--- config.mk ---
export PLATFORM = sky130hd
export DESIGN_NAME = ts_os_detector_flat
export DESIGN_NICKNAME = d
export VERILOG_FILES = /design/src/rtl/ts_os_detector_if.sv /design/src/rtl/ts_os_detector.sv /design/src/flat_wrapper.sv
export SDC_FILE = /design/constraint.sdc
export NUM_CORES = 1
export LEC_CHECK = 0
export BUFFER_PORTS_ARGS = -buffer_cell sky130_fd_sc_hd__buf_2
export CORE_MARGIN = 10
export CORE_UTILIZATION = 30
export DETAILED_ROUTE_END_ITERATION = 16
export HOLD_SLACK_MARGIN = 0.03
export RECOVER_POWER = 100
export SKIP_LAST_GASP = 1
export SLEW_MARGIN = 20
export SYNTH_ARGS = -nofsm -noshare
export SYNTH_HDL_FRONTEND = slang
export SYNTH_SLANG_ARGS = --single-unit
--- constraint.sdc ---
create_clock -name clk -period 3.3 [get_ports clk]
set_clock_uncertainty 0.2 [all_clocks]
set_input_delay 0.495 -clock clk [delete_from_list [all_inputs] [get_ports clk]]
set_output_delay 0.495 -clock clk [all_outputs]
set_load 0.02 [all_outputs]
--- src/rtl/ts_os_detector_if.sv ---
// rtl/ts_os_detector_if.sv - symbol stream, training control and qualified-set outputs of one lane
interface ts_os_detector_if;
  logic       rx_valid;
  logic [7:0] rx_data;
  logic       rx_is_k;
  logic       symbol_lock;
  logic       ts_clear;
  logic       ts1_received;
  logic       ts2_received;
  logic [7:0] rx_link_num;
  logic       rx_link_pad;
  logic [7:0] rx_lane_num;
  logic       rx_lane_pad;
  logic [7:0] rx_n_fts;
  logic [7:0] rx_rate_id;
  logic [7:0] rx_train_ctrl;
  logic       os_error;

  modport master (
    output rx_valid, rx_data, rx_is_k, symbol_lock, ts_clear,
    input  ts1_received, ts2_received, rx_link_num, rx_link_pad, rx_lane_num,
           rx_lane_pad, rx_n_fts, rx_rate_id, rx_train_ctrl, os_error
  );

  modport slave (
    input  rx_valid, rx_data, rx_is_k, symbol_lock, ts_clear,
    output ts1_received, ts2_received, rx_link_num, rx_link_pad, rx_lane_num,
           rx_lane_pad, rx_n_fts, rx_rate_id, rx_train_ctrl, os_error
  );
endinterface

--- src/rtl/ts_os_detector.sv ---
// rtl/ts_os_detector.sv - TS1/TS2 ordered-set detector with consecutive-set qualification
module ts_os_detector #(
  parameter int CONSEC_TS = 8
) (
  input  logic             clk,
  input  logic             reset,
  ts_os_detector_if.slave  bus
);

  localparam int             CW      = $clog2(CONSEC_TS + 1);
  localparam logic [CW-1:0]  CNT_MAX = CW'(CONSEC_TS);
  localparam logic [7:0]     SYM_COM = 8'hBC;
  localparam logic [7:0]     SYM_PAD = 8'hF7;
  localparam logic [7:0]     ID_TS1  = 8'h4A;
  localparam logic [7:0]     ID_TS2  = 8'h45;

  typedef enum logic [1:0] {
    HUNT = 2'd0,
    HDR  = 2'd1,
    ID   = 2'd2
  } state_t;

  typedef struct packed {
    logic [7:0] link;
    logic       link_pad;
    logic [7:0] lane;
    logic       lane_pad;
    logic [7:0] n_fts;
    logic [7:0] rate_id;
    logic [7:0] train_ctrl;
  } hdr_t;

  state_t        state, state_nxt;
  logic [3:0]    idx, idx_nxt;
  logic          clear, accept, is_com, illegal, complete;
  logic [7:0]    id_byte;

  hdr_t          cur_hdr, cand_hdr, out_hdr;
  logic          cur_type, cand_type, cand_valid;
  logic [CW-1:0] count, count_upd;
  logic          same_set, at_max;
  logic          ts1_q, ts2_q, os_error_q;

  assign clear   = !bus.symbol_lock || bus.ts_clear;
  assign accept  = bus.rx_valid && !clear;
  assign is_com  = bus.rx_is_k && (bus.rx_data == SYM_COM);
  assign id_byte = cur_type ? ID_TS2 : ID_TS1;

  always_ff @(posedge clk or negedge reset) begin
    if (!reset) begin
      state <= HUNT;
      idx   <= 4'd0;
    end else begin
      state <= state_nxt;
      idx   <= idx_nxt;
    end
  end

  always_comb begin
    state_nxt = state;
    idx_nxt   = idx;
    illegal   = 1'b0;
    complete  = 1'b0;
    if (clear) begin
      state_nxt = HUNT;
      idx_nxt   = 4'd0;
    end else if (accept) begin
      case (state)
        HUNT: begin
          if (is_com) begin
            state_nxt = HDR;
            idx_nxt   = 4'd1;
          end
        end
        HDR: begin
          // Only link/lane may carry a K symbol, and then only PAD.
          if (bus.rx_is_k && (idx >= 4'd3 || bus.rx_data != SYM_PAD)) begin
            illegal = 1'b1;
          end else if (idx == 4'd5) begin
            state_nxt = ID;
            idx_nxt   = 4'd6;
          end else begin
            idx_nxt = idx + 4'd1;
          end
        end
        ID: begin
          if (bus.rx_is_k) begin
            illegal = 1'b1;
          end else if (idx == 4'd6) begin
            if (bus.rx_data != ID_TS1 && bus.rx_data != ID_TS2) illegal = 1'b1;
            else idx_nxt = 4'd7;
          end else if (bus.rx_data != id_byte) begin
            illegal = 1'b1;
          end else if (idx == 4'd15) begin
            complete  = 1'b1;
            state_nxt = HUNT;
            idx_nxt   = 4'd0;
          end else begin
            idx_nxt = idx + 4'd1;
          end
        end
        default: begin
          state_nxt = HUNT;
          idx_nxt   = 4'd0;
        end
      endcase
      // A COM that breaks a set is itself the start of the next one.
      if (illegal) begin
        state_nxt = is_com ? HDR : HUNT;
        idx_nxt   = is_com ? 4'd1 : 4'd0;
      end
    end
  end

  always_ff @(posedge clk or negedge reset) begin
    if (!reset) begin
      cur_hdr  <= '0;
      cur_type <= 1'b0;
    end else if (accept) begin
      if (state == HDR) begin
        case (idx)
          4'd1: begin
            cur_hdr.link     <= bus.rx_data;
            cur_hdr.link_pad <= bus.rx_is_k;
          end
          4'd2: begin
            cur_hdr.lane     <= bus.rx_data;
            cur_hdr.lane_pad <= bus.rx_is_k;
          end
          4'd3:    cur_hdr.n_fts      <= bus.rx_data;
          4'd4:    cur_hdr.rate_id    <= bus.rx_data;
          4'd5:    cur_hdr.train_ctrl <= bus.rx_data;
          default: ;
        endcase
      end else if (state == ID && idx == 4'd6) begin
        cur_type <= (bus.rx_data == ID_TS2);
      end
    end
  end

  assign same_set = cand_valid && (cand_type == cur_type) && (cand_hdr == cur_hdr);

  always_comb begin
    count_upd = CW'(1);
    if (same_set) count_upd = (count == CNT_MAX) ? count : count + CW'(1);
  end

  assign at_max = (count_upd == CNT_MAX);

  always_ff @(posedge clk or negedge reset) begin
    if (!reset) begin
      count      <= '0;
      cand_valid <= 1'b0;
      cand_type  <= 1'b0;
      cand_hdr   <= '0;
      out_hdr    <= '0;
      ts1_q      <= 1'b0;
      ts2_q      <= 1'b0;
      os_error_q <= 1'b0;
    end else begin
      os_error_q <= illegal;
      if (clear || illegal) begin
        count      <= '0;
        cand_valid <= 1'b0;
        ts1_q      <= 1'b0;
        ts2_q      <= 1'b0;
      end else if (complete) begin
        count      <= count_upd;
        cand_valid <= 1'b1;
        cand_type  <= cur_type;
        cand_hdr   <= cur_hdr;
        ts1_q      <= at_max && !cur_type;
        ts2_q      <= at_max && cur_type;
        // Candidate equals the completed set whether it matched or replaced.
        if (at_max) out_hdr <= cur_hdr;
      end
    end
  end

  assign bus.ts1_received  = ts1_q;
  assign bus.ts2_received  = ts2_q;
  assign bus.os_error      = os_error_q;
  assign bus.rx_link_num   = out_hdr.link;
  assign bus.rx_link_pad   = out_hdr.link_pad;
  assign bus.rx_lane_num   = out_hdr.lane;
  assign bus.rx_lane_pad   = out_hdr.lane_pad;
  assign bus.rx_n_fts      = out_hdr.n_fts;
  assign bus.rx_rate_id    = out_hdr.rate_id;
  assign bus.rx_train_ctrl = out_hdr.train_ctrl;

endmodule

--- src/flat_wrapper.sv ---
// flat-port wrapper written by rule: the top's interface ports become plain ports
module ts_os_detector_flat 
#(
  parameter int CONSEC_TS = 8
)
  (clk, reset, bus_rx_valid, bus_rx_data, bus_rx_is_k, bus_symbol_lock, bus_ts_clear, bus_ts1_received, bus_ts2_received, bus_rx_link_num, bus_rx_link_pad, bus_rx_lane_num, bus_rx_lane_pad, bus_rx_n_fts, bus_rx_rate_id, bus_rx_train_ctrl, bus_os_error);
  ts_os_detector_if bus_i ();
  input  logic clk;
  input  logic reset;
  input wire logic [$bits(bus_i.rx_valid)-1:0] bus_rx_valid;
  input wire logic [$bits(bus_i.rx_data)-1:0] bus_rx_data;
  input wire logic [$bits(bus_i.rx_is_k)-1:0] bus_rx_is_k;
  input wire logic [$bits(bus_i.symbol_lock)-1:0] bus_symbol_lock;
  input wire logic [$bits(bus_i.ts_clear)-1:0] bus_ts_clear;
  output wire logic [$bits(bus_i.ts1_received)-1:0] bus_ts1_received;
  output wire logic [$bits(bus_i.ts2_received)-1:0] bus_ts2_received;
  output wire logic [$bits(bus_i.rx_link_num)-1:0] bus_rx_link_num;
  output wire logic [$bits(bus_i.rx_link_pad)-1:0] bus_rx_link_pad;
  output wire logic [$bits(bus_i.rx_lane_num)-1:0] bus_rx_lane_num;
  output wire logic [$bits(bus_i.rx_lane_pad)-1:0] bus_rx_lane_pad;
  output wire logic [$bits(bus_i.rx_n_fts)-1:0] bus_rx_n_fts;
  output wire logic [$bits(bus_i.rx_rate_id)-1:0] bus_rx_rate_id;
  output wire logic [$bits(bus_i.rx_train_ctrl)-1:0] bus_rx_train_ctrl;
  output wire logic [$bits(bus_i.os_error)-1:0] bus_os_error;
  assign bus_i.rx_valid = bus_rx_valid;
  assign bus_i.rx_data = bus_rx_data;
  assign bus_i.rx_is_k = bus_rx_is_k;
  assign bus_i.symbol_lock = bus_symbol_lock;
  assign bus_i.ts_clear = bus_ts_clear;
  assign bus_ts1_received = bus_i.ts1_received;
  assign bus_ts2_received = bus_i.ts2_received;
  assign bus_rx_link_num = bus_i.rx_link_num;
  assign bus_rx_link_pad = bus_i.rx_link_pad;
  assign bus_rx_lane_num = bus_i.rx_lane_num;
  assign bus_rx_lane_pad = bus_i.rx_lane_pad;
  assign bus_rx_n_fts = bus_i.rx_n_fts;
  assign bus_rx_rate_id = bus_i.rx_rate_id;
  assign bus_rx_train_ctrl = bus_i.rx_train_ctrl;
  assign bus_os_error = bus_i.os_error;
  ts_os_detector #(.CONSEC_TS(CONSEC_TS)) u_core (.clk(clk), .reset(reset), .bus(bus_i));
endmodule
---- Word level (Yosys, flattened, before mapping) ----
Index checks and enable logic that the tools add are counted.
word-level totals
  flip-flop bits (word level) ............. 142
  bits in latches ......................... 0
  memory bits (writable) .................. 0
  ROM bits ................................ 0
  input port bits ......................... 14
  logic and storage cells ................. 144
  memories kept ........................... 0
cells by class
  add/subtract/negate cells ............... 2
  multiply operators ...................... 0
  div/mod/pow operators ................... 0
  order comparisons ....................... 1
  equal/unequal tests ..................... 28
  shift-type cells ........................ 0
  muxes and demuxes ....................... 53
  bitwise operators ....................... 2
  reductions and logical operators ........ 28
operator list
  cell                   count
  $mux W4                16
  $eq A42 B42 Y1         1
  $mux W1                24
  $reduce_and A3 Y1      7
  $mux W2                10
  $ne A8 B7 Y1 const B   2
  $eq A4 B3 Y1 const B   3
  $eq A4 B4 Y1 const B   3
  $ne A4 B1 Y1 const B   3
  $ne A4 B3 Y1 const B   3
  $pmux W4 S3            1
  $logic_and A1 B1 Y1    9
  $add A4 B1 Y4 const B  2
  $eq A4 B2 Y1 const B   2
  $eq A8 B7 Y1 const B   1
  $eq A8 B8 Y1 const B   1
  $ne A8 B8 Y1           1
  $ne A8 B8 Y1 const B   1
  $reduce_and A8 Y1      1
  $pmux W2 S3            1
  $reduce_and A6 Y1      1
  $ne A5 B3 Y1 const B   1
  $ne A5 B4 Y1 const B   1
  $eq A4 B1 Y1 const B   1
  12 further kinds       18

---- Logic depth before layout (Yosys ltp) ----
Gate-level depths: netlist of the first run.
  depth after elaboration ................. 13
  mapped depth ............................ 9

---- Least setup slack after synthesis of the first run ----
Ideal clock, no wire load.
  path kind ............................... register to register
  start point ............................. register u_core.idx[0]
  end point ............................... register u_core.idx[3]
  setup time .............................. 0.076 ns
  arrival time ............................ 2.276 ns
  required time ........................... 3.024 ns
  path slack .............................. 0.747 ns
  stages on the path, launching flop included .. 9
  buffers on the path ..................... 1
  clock period less this slack ............ 2.553 ns
  cells stage by stage .................... dfrtp_1 > ha_1 > nor4bb_1 > a41oi_1 > o211a_1 > a211o_1 > buf_2 > or4_1 > o21ai_1
between the ends
  cells in the longest elaborated chain, start to end .. 10
  elaborated cells on any way between the ends .. 29
RTL lines
  what                                                   RTL line              RTL
  start: declaration                                     ts_os_detector.sv:34  logic [3:0] idx, idx_nxt;
  start signal: assignment                               ts_os_detector.sv:55  idx <= idx_nxt;
  branches (longest 10 deep; another with $ge A4 B2 Y1)  n/a
Parallel ways; which one is timed is not known. The select of a mux whose other input is x is not followed.
A chain may end at the register's enable or synchronous reset.

---- Final worst setup path of the first run ----
  start point ............................. register u_core.cur_hdr[17] (netlist bit)
  end point ............................... register u_core.out_hdr, in the netlist u_core.bus.rx_lane_num[3]
between the ends
  cells in the longest elaborated chain, start to end .. 5
RTL lines
  what                         RTL line               RTL
  start: declaration           ts_os_detector.sv:38   hdr_t cur_hdr, cand_hdr, out_hdr;
  $eq A42 B42 Y1               ts_os_detector.sv:141  assign same_set = cand_valid && (cand_type == cur_type) && (cand_hdr == cur_hdr);
  $logic_and A1 B1 Y1          ts_os_detector.sv:141
  $mux W4                      ts_os_detector.sv:145  if (same_set) count_upd = (count == CNT_MAX) ? count : count + CW'(1);
  $eq A4 B4 Y1                 ts_os_detector.sv:148  assign at_max = (count_upd == CNT_MAX);
  $reduce_and A3 Y1 (no line)  n/a
  end signal: assignment       ts_os_detector.sv:175  if (at_max) out_hdr <= cur_hdr;
  end: declaration             ts_os_detector.sv:38
Every way passes these cells.

==> key figures, run 1 <==
Outcome
  – Status: complete, but fails checks
  – Failing checks: max-capacitance violations, max-slew violations

Synth
  – YS warnings: 0
  – Simple-gate portion of the synthesized area: 14.7%
  – Synth Flop Type: dfrtp_1
  – Synth cell count leaders: 142 x dfrtp_1, 133 x nand2_1, 46 x mux2_2
  – Adder-cell share of the synthesized area: 2.25%
  – Post-synthesis sequential area ratio: 53.3%
  – Top cells by area, synth: dfrtp_1 53%, mux2_4 8.6%, mux2_2 7.8%
  – Distinct cells, synth: 60
  – Main combinational cell family by area after synthesis: multiplexers
  – Syn nets: 598
  – Yosys top cell area share: 53.3%
  – Xor and xnor area share after synthesis: 4.59%
  – Post-synth top area cell: dfrtp_1
  – Ys async rst share: 100%
  – Mux contribution to synthesized area: 16.8%
  – Cells after Synth: 572
  – Synth Register Bits: 142
  – Synth Area in Compound Gates: 5.78%
  – Synthesized area: 0.00667 mm²
  – Synthesized area per cell: 11.7 µm²
  – Count leader, synth: dfrtp_1
  – Number of enable flip-flop cells after synthesis: 0

Timing
  – Worst slew pin tran: 1.82 ns
  – Slew HR: -21.3%
  – Final Cycle Share: 91.1%
  – Worst setup margin: 0.294 ns
  – Fmax: 333 MHz
  – Final slew viol count: 72
  – Final count of hold timing violations: 0
  – Fin crit period: 3.01 ns
  – Hold slack: 0.154 ns
  – Setup TNS Final: 0 ns
  – RSZ-0062 raised after global routing: no
  – Setup violations, final: 0

Detailed routing
  – Drt drc: 0
  – Initial DRC count: 431
  – Routed vias/inst: 4.75
  – WL final: 16400 µm
  – Vias after detailed routing: 4477
  – Antenna Violating Nets Remaining: 0
  – Average wire per standard cell: 17.4 µm
  – DR pass1 iterations: 4

Layout
  – Final instance area: 0.00781 mm²
  – Share of layout cells above drive strength 1: 18.7%
  – # diodes: 0
  – Final nets: 676
  – Area Growth Syn to Fin: 17.0%

Clocking
  – CTS Buf Count: 17
  – Clk buf depth: 2
  – CTS Root Cell: clkbuf_16
  – CTS tree: done
  – CTS Sinks: 142
  – Post-CTS resize count: 0
  – Later-pin clock latency in the skew report: 0.42 ns
  – H-tree Lvls: 4
  – Clock Pin Slew Worst Setup and Hold Paths: 0.06 ns

Critical path
  – CP Capture Type: flop
  – Startpoint types: flop
  – Data required, critical path: 3.40 ns
  – Critical path arrival: 3.11 ns
  – WS Path Type: reg -> reg
  – Max FO, Critical Path: 26

Die
  – Site Rows: 54
  – Die Area: 0.0286 mm²
  – Core area: 0.0218 mm²
  – Die Wd: 169 µm
  – Die H: 169 µm
  – Starting Density: 30.6%
  – Io pins: 59

Global routing
  – First-pass GRT wire length: 26600 µm
  – Initial antenna violation count: 0
  – Gr ovfl total: 0
  – Number of global-route vias before repair: 4526
  – Total Routing Usage GR: 11.7%
  – Largest net degree at the start of global routing: 73

Power and ir drop
  – Leakage: 3.99 nW
  – Pwr Density: 518 mW/mm²
  – Maximum vdd drop: 0.000409 V

Worst hold path
  – HP Class: in -> reg

Placed design
  – Placement Cell Area: 0.00739 mm²
  – DP HPWL: 11700 µm
  – Port-buffer cells: 58
  – Post-Place Setup Slack: 0.344 ns
  – GPL Wtd Cong: 0.817

Flow run
  – Max_cap viols: 1
[sequential cells by signal (all words and copies together), names as in the netlist, 2 cells and up]
register / cells
u_core.bus.rx_lane_num: 8
u_core.bus.rx_link_num: 8
u_core.bus.rx_n_fts: 8
u_core.bus.rx_rate_id: 8
u_core.bus.rx_train_ctrl: 8
u_core.cand_hdr: 42
u_core.count: 4
u_core.cur_hdr: 42
u_core.idx: 4
u_core.state: 2
[per-stage QoR]
step                power, mW  cells  utilization (%)
finish                   4.05    942             35.8
global route             4.19    942             35.8
CTS                      4.09    942             36.8
detailed placement       2.07    910             33.9
global placement         2.07    910             33.9
floorplan                1.95    572                -
[kinds of logic after synthesis]
family,after synthesis
and+or+nand+nor,202
DFF,142
muxes,87
AOI/OAI and AO/OA,55
buffers and inverters,39
xor gates and xnor gates,35
adders and majority gates,12
[cell usage in the layout (no fill, tap or decap), types with 3 or more instances in the layout]
cell        synthesis  final
dfrtp_1           142    142
nand2_1           133    133
clkbuf_1           12     48
mux2_2             46     46
mux2_1              0     29
xor2_1             23     23
inv_1              21     21
clkbuf_16           0     17
o21ai_0            15     16
nor2_1             13     13
xnor2_1            12     12
ha_1               12     12
buf_2               2     12
buf_4               0     10
mux2_4             38      9
nor2b_1             8      8
nor4_1              7      8
nand3_1             7      7
nand4_1             6      6
clkbuf_8            0      5
a21o_1              4      4
a21oi_1             4      4
o22ai_1             4      4
clkbuf_2            0      4
mux2i_1             3      3
nor3_1              3      3
a221oi_1            3      3
o31ai_1             3      3
o2bb2ai_1           3      3
clkinvlp_4          0      3
bufinv_16           0      3
[cell type report]
class / instances / area [µm²]
Inverter: 21 / 78.8
Clock inverter: 9 / 131
Multi-Input combinational cell: 391 / 2830
Fill cell: 2189 / 14000
Clock buffer: 22 / 494
Sequential cell: 142 / 3550
Timing Repair Buffer: 77 / 377
Tap cell: 280 / 350
[worst paths after layout]
kind / from / to / slack, ns / depth (start not counted)
min: bus_rx_valid / u_core.cand_valid / 0.15 / 2
max in group asynchronous: reset / u_core.count[0] / 0.61 / 3
max reg2reg: u_core.cur_hdr[17] / u_core.bus.rx_lane_num[3] / 0.29 / 8
max: u_core.cur_hdr[17] / u_core.bus.rx_lane_num[3] / 0.29 / 8
min reg2reg: u_core.cand_hdr[23] / u_core.cand_hdr[23] / 0.29 / 2
min in group asynchronous: reset / u_core.cur_hdr[19] / 0.91 / 2
[repair_timing]
action	4_1_cts	5_1_grt
endpoints found under the setup margin	0	0
endpoints found under the hold margin	69	0
hold buffers	1	0
buffers inserted	0	0
[power breakdown]
group | switching [mW] | leakage [nW] | internal [mW]
Sequential | 0.0393 | 1.95 | 1.77
Clock | 0.735 | 0.301 | 1.28
Combinational | 0.137 | 1.75 | 0.0845
[critical path, cell delays in order (launching register included)]
cell	delay, ns
dfrtp_1	0.43
xor2_1	0.18
nor4_1	0.46
nand4_1	0.19
nor4_1	0.39
buf_4	0.22
nand4_4	0.19
buf_6	0.28
mux2_1	0.34
[layer usage]
layer,track usage [%],share of wire [%]
met5,0,0
met1,16.5,49
met4,3.94,1.5
met2,17.5,45
met3,2.55,4.4
Note: power is estimated with default switching activity, not from simulation.
==> run 2, diff against run 1 <==
--- a/config.mk
+++ b/config.mk
@@ -6,10 +6,12 @@
 export NUM_CORES = 1
 export LEC_CHECK = 0
 export BUFFER_PORTS_ARGS = -buffer_cell sky130_fd_sc_hd__buf_2
-export CORE_MARGIN = 10
-export CORE_UTILIZATION = 30
+export CELL_PAD_IN_SITES_DETAIL_PLACEMENT = 1
+export CELL_PAD_IN_SITES_GLOBAL_PLACEMENT = 2
+export CORE_UTILIZATION = 40
 export DETAILED_ROUTE_END_ITERATION = 16
 export HOLD_SLACK_MARGIN = 0.03
+export PLACE_DENSITY_LB_ADDON = 0.1
 export RECOVER_POWER = 100
 export SKIP_LAST_GASP = 1
 export SLEW_MARGIN = 20
==> run 2 against run 1 <==
The flow now finishes without violations. Sequential share of layout area grew 0.74 points. Non-clock buffer count is the same. Count of clock-buffer cells in the layout shrank 2. Final area shrank 1.6%. Worst setup slack gained 0.034 ns. Via count grew 2.7%. Total power grew 0.41%.
==> key figures, run 2 (synthesis results as in run 1) <==
Critical path
  – Startpoint types: flop
  – CP Capture Type: flop
  – Register-to-Register Path Depth: 8
  – Worst r2r src: u_core.cur_hdr[17]
  – Critical path arrival: 3.07 ns
  – WS Path Type: reg -> reg
  – Data required, critical path: 3.40 ns
  – CP startpoint: u_core.cur_hdr[17]
  – Max FO, Critical Path: 23
  – Worst r2r dst: u_core.bus.rx_train_ctrl[0]
  – Reg2reg setup slack: 0.33 ns

Worst hold path
  – Hold path depth: 2
  – Hold endpoint: u_core.cand_valid
  – HP Class: in -> reg
  – Min-delay src: bus_rx_valid

Die
  – Io pins: 59
  – Core area: 0.0161 mm²
  – Die Area: 0.0172 mm²
  – Site Rows: 46
  – Die H: 131 µm
  – Die Wd: 131 µm
  – Starting Density: 41.6%

Timing
  – Fmax: 337 MHz
  – Fin crit period: 2.97 ns
  – Slew HR: 5.06%
  – Final count of hold timing violations: 0
  – Final Cycle Share: 90.0%
  – Hold slack: 0.131 ns
  – Final slew viol count: 0
  – Setup violations, final: 0
  – RSZ-0062 raised after global routing: no
  – Worst slew pin tran: 1.42 ns
  – Setup TNS Final: 0 ns

Power and ir drop
  – Maximum vdd drop: 0.000412 V
  – Final Power: 4.07 mW
  – Pwr Density: 529 mW/mm²
  – Leakage: 3.97 nW

Placed design
  – Port-buffer cells: 58
  – DP HPWL: 12100 µm
  – Placement Cell Area: 0.00730 mm²
  – GPL Wtd Cong: 0.765

Detailed routing
  – DR pass1 iterations: 4
  – WL final: 17700 µm
  – Initial DRC count: 193
  – Drt drc: 0
  – Antenna Violating Nets Remaining: 0
  – Routed vias/inst: 5.24
  – Average wire per standard cell: 20.2 µm
  – Vias after detailed routing: 4600

Layout
  – Final core utilization: 47.9%
  – Layout fillers: 1731
  – Final instance area: 0.00768 mm²
  – Top flop regs: u_core.cand_hdr: 42 flops, u_core.cur_hdr: 42 flops
  – Share of layout cells above drive strength 1: 17.5%
  – Sequential Area: 0.00355 mm²
  – Most frequent cells in the layout: 142 x dfrtp_1, 133 x nand2_1, 49 x clkbuf_1, 46 x mux2_2, 37 x mux2_1
  – Final nets: 676
  – Area occupied by multi-input gates: 0.00280 mm²
  – Area Growth Syn to Fin: 15.2%
  – Commonest non-fill, non-tap cell in the layout: dfrtp_1
  – # diodes: 0

Clocking
  – CTS Sinks: 142
  – CTS Buf Count: 17
  – Clock Pin Slew Worst Setup and Hold Paths: 0.06 ns
  – H-tree Lvls: 4
  – CTS tree: done
  – Total setup buffers inserted after CTS: 0
  – CTS Root Cell: clkbuf_16
  – Hold-fix buffers, CTS: 1
  – Post-CTS resize count: 0
  – Clk buf depth: 2
  – Later-pin clock latency in the skew report: 0.42 ns

Global routing
  – First-pass GRT wire length: 29200 µm
  – Largest net degree at the start of global routing: 58
  – Total Routing Usage GR: 22.5%
  – Initial antenna violation count: 0
  – Gr ovfl total: 0
  – Number of global-route vias before repair: 5043

Flow run
  – Max_cap viols: 0

Outcome
  – Status: finished clean
==> run 2: cell types whose count changed in the layout (fill, tap and decap cells not counted) <==
cell / before / now
clkbuf_4: 0 / 1
buf_6: 1 / 0
clkinv_2: 2 / 4
nor4_1: 8 / 7
nor4_2: 0 / 1
clkinvlp_4: 3 / 2
clkbuf_8: 5 / 2
buf_4: 10 / 11
buf_12: 1 / 0
mux2_1: 29 / 37
bufinv_16: 3 / 4
mux2_4: 9 / 1
clkbuf_1: 48 / 49
==> run 2: critical path, stage by stage (launching register included) <==
cell and delay, ns:
dfrtp_1 0.42, xor2_1 0.18, nor4_1 0.32, clkbuf_1 0.23, nand4_1 0.13, nor4_2 0.57
nand4_4 0.15, buf_4 0.27, mux2_1 0.36
==> run 2: per-stage QoR <==
step	std cells	worst slack, ns
CTS	878	0.431
finish	878	0.328
detailed placement	846	0.188
global route	878	0.174
floorplan	572	0.747
global placement	846	0.199
==> run 2: layout make-up <==
type                    count  share of cell area, %
inverters                  21                   1.03
well taps                 216                   3.52
clock inverters            11                   2.13
repair buffers             77                   4.69
flip-flops and latches    142                   46.2
multi-input cells         391                   36.5
clock buffers              20                   5.94
==> run 2: power breakdown <==
part	switching, mW	total (mW)	internal [mW]
Sequential	0.0365	1.80	1.77
Combinational	0.148	0.230	0.0827
Clock	0.733	2.03	1.30
==> run 2: worst max-delay path by stage <==
stage	end	depth (start not counted)
floorplan	u_core.idx[3]	8
global placement	u_core.count[1]	7
detailed placement	u_core.count[1]	7
CTS	u_core.bus.rx_train_ctrl[0]	9
global route	u_core.bus.rx_train_ctrl[0]	8
finish	u_core.bus.rx_train_ctrl[0]	8
==> run 2: per-layer routing <==
| metal | wire length, µm | GRT usage [%] | vias up |
|---|---|---|---|
| met3 | 646 | 4.44 | 14 |
| met1 | 8390 | 31.0 | 2379 |
| met5 | 0 | 0 | - |
| li1 | - | - | 2124 |
| met2 | 8480 | 35.7 | 83 |
| met4 | 207 | 6.93 | 0 |
==> run 3, diff against run 2 <==
--- a/config.mk
+++ b/config.mk
@@ -8,6 +8,7 @@
 export BUFFER_PORTS_ARGS = -buffer_cell sky130_fd_sc_hd__buf_2
 export CELL_PAD_IN_SITES_DETAIL_PLACEMENT = 1
 export CELL_PAD_IN_SITES_GLOBAL_PLACEMENT = 2
+export CORE_MARGIN = 3
 export CORE_UTILIZATION = 40
 export DETAILED_ROUTE_END_ITERATION = 16
 export HOLD_SLACK_MARGIN = 0.03
==> run 3 against run 2 <==
Sequential cell count unchanged. Clock power about the same. Final area up 1.0%. Die area up 6.2%. Wire length down 0.56%. Critical path type unchanged. Largest cell class unchanged. Highest routed layer unchanged.
==> key figures, run 3 (synthesis results as in run 1) <==
Power and ir drop
  – Pwr Density: 527 mW/mm²
  – Leakage: 4.01 nW
  – Maximum vdd drop: 0.000371 V

Critical path
  – Worst r2r src: u_core.cur_hdr[25]
  – CP startpoint: u_core.cur_hdr[25]
  – Critical path arrival: 3.08 ns
  – Reg2reg setup slack: 0.32 ns
  – Worst setup endpoint: u_core.bus.rx_lane_num[7]
  – Max FO, Critical Path: 20
  – Data required, critical path: 3.40 ns
  – Register-to-Register Path Depth: 9
  – CP Capture Type: flop
  – Startpoint types: flop
  – WS Path Type: reg -> reg
  – Worst r2r dst: u_core.bus.rx_lane_num[7]

Clocking
  – CTS tree: done
  – Clk buf depth: 2
  – Clock Pin Slew Worst Setup and Hold Paths: 0.06 ns
  – Hold-fix buffers, CTS: 1
  – Later-pin clock latency in the skew report: 0.42 ns
  – H-tree Lvls: 4
  – CTS Buf Count: 17
  – Total setup buffers inserted after CTS: 0
  – CTS Sinks: 142
  – CTS Root Cell: clkbuf_16
  – Post-CTS resize count: 0

Global routing
  – Total Routing Usage GR: 20.8%
  – First-pass GRT wire length: 29000 µm
  – Largest net degree at the start of global routing: 86
  – Gr ovfl total: 0
  – Initial antenna violation count: 0
  – Number of global-route vias before repair: 5096

Die
  – Die Area: 0.0183 mm²
  – Site Rows: 46
  – Die Wd: 135 µm
  – Starting Density: 41.4%
  – Io pins: 59
  – Die H: 135 µm
  – Core area: 0.0161 mm²

Layout
  – Commonest non-fill, non-tap cell in the layout: dfrtp_1
  – Final nets: 678
  – Share of layout cells above drive strength 1: 19.0%
  – # diodes: 0
  – Most frequent cells in the layout: 142 x dfrtp_1, 133 x nand2_1, 54 x clkbuf_1, 46 x mux2_2, 24 x mux2_1
  – Final instance area: 0.00776 mm²
  – Area Growth Syn to Fin: 16.3%
  – Top flop regs: u_core.cand_hdr: 42 flops, u_core.cur_hdr: 42 flops

Timing
  – RSZ-0062 raised after global routing: no
  – Final Cycle Share: 90.3%
  – Fin crit period: 2.98 ns
  – Setup TNS Final: 0 ns
  – Slew HR: 39.0%
  – Final slew viol count: 0
  – Fmax: 336 MHz
  – Worst setup margin: 0.321 ns
  – Setup violations, final: 0
  – Hold slack: 0.135 ns
  – Final count of hold timing violations: 0
  – Worst slew pin tran: 0.915 ns

Outcome
  – Status: finished clean

Placed design
  – Port-buffer cells: 58
  – GPL Wtd Cong: 0.816
  – DP HPWL: 12400 µm
  – Placement Cell Area: 0.00732 mm²
  – Post-Place Setup Slack: 0.394 ns

Detailed routing
  – DR pass1 iterations: 4
  – Routed vias/inst: 5.24
  – Drt drc: 0
  – Initial DRC count: 263
  – Antenna Violating Nets Remaining: 0
  – Vias after detailed routing: 4609
  – WL final: 17600 µm
  – Average wire per standard cell: 20.0 µm

Worst hold path
  – Hold path depth: 2
  – HP Class: in -> reg
  – Min-delay src: bus_rx_valid

Flow run
  – Max_cap viols: 0
==> run 3: cell count changes in the layout (fill, tap and decap cells not counted), sizes merged <==
| cell | change |
|---|---|
| buf | -1 |
| clkbuf | +2 |
| clkinvlp | -2 |
| inv | +3 |
==> run 3: layer usage <==
layer	wire [µm]	global-route usage [%]	part of all wire [%]	vias up
met4	170	5.88	0.96	0
li1	-	-	-	2123
met2	8640	34.3	49	66
met1	8310	28.4	47	2404
met5	0	0	0	-
met3	505	3.53	2.9	16
==> run 3: where the power goes <==
part / switching (mW) / total (mW) / internal (mW)
sequential: 0.0379 / 1.81 / 1.77
clock: 0.755 / 2.05 / 1.29
combinational: 0.152 / 0.238 / 0.0853
total: 0.945 / 4.09 / 3.14
==> run 3: through the flow <==
step                      util [%]  power, mW  std cells
after global routing          48.2       4.25        880
after floorplan                  -       1.95        572
after detailed placement      45.4       2.08        848
final                         48.2       4.09        880
after global placement        45.4       2.08        848
after CTS                     49.4       4.15        880
==> run 3: worst min path at each step <==
stage                                   end  slack (ns)
floorplan               u_core.bus.os_error     -0.0006
global placement        u_core.cand_hdr[30]        0.28
detailed placement  u_core.bus.ts2_received        0.28
CTS                       u_core.cand_valid        0.12
global route              u_core.cand_valid        0.14
finish                    u_core.cand_valid        0.13
==> run 3: area by class of cell <==
type | count | area [µm²]
Multi-Input combinational cell | 391 | 2860
Sequential cell | 142 | 3550
Inverter | 21 | 78.8
Timing Repair Buffer | 79 | 375
Fill cell | 1757 | 8350
Clock buffer | 19 | 443
Clock inverter | 12 | 183
Tap cell | 216 | 270
==> run 3: worst max-delay path, cell delays in order (launching register included) <==
cell,delay (ns)
dfrtp_1,0.47
xor2_1,0.20
nor4_1,0.27
clkbuf_1,0.19
nand4_1,0.21
nor4_4,0.25
clkbuf_1,0.28
nand4_4,0.15
buf_4,0.28
mux2_1,0.34
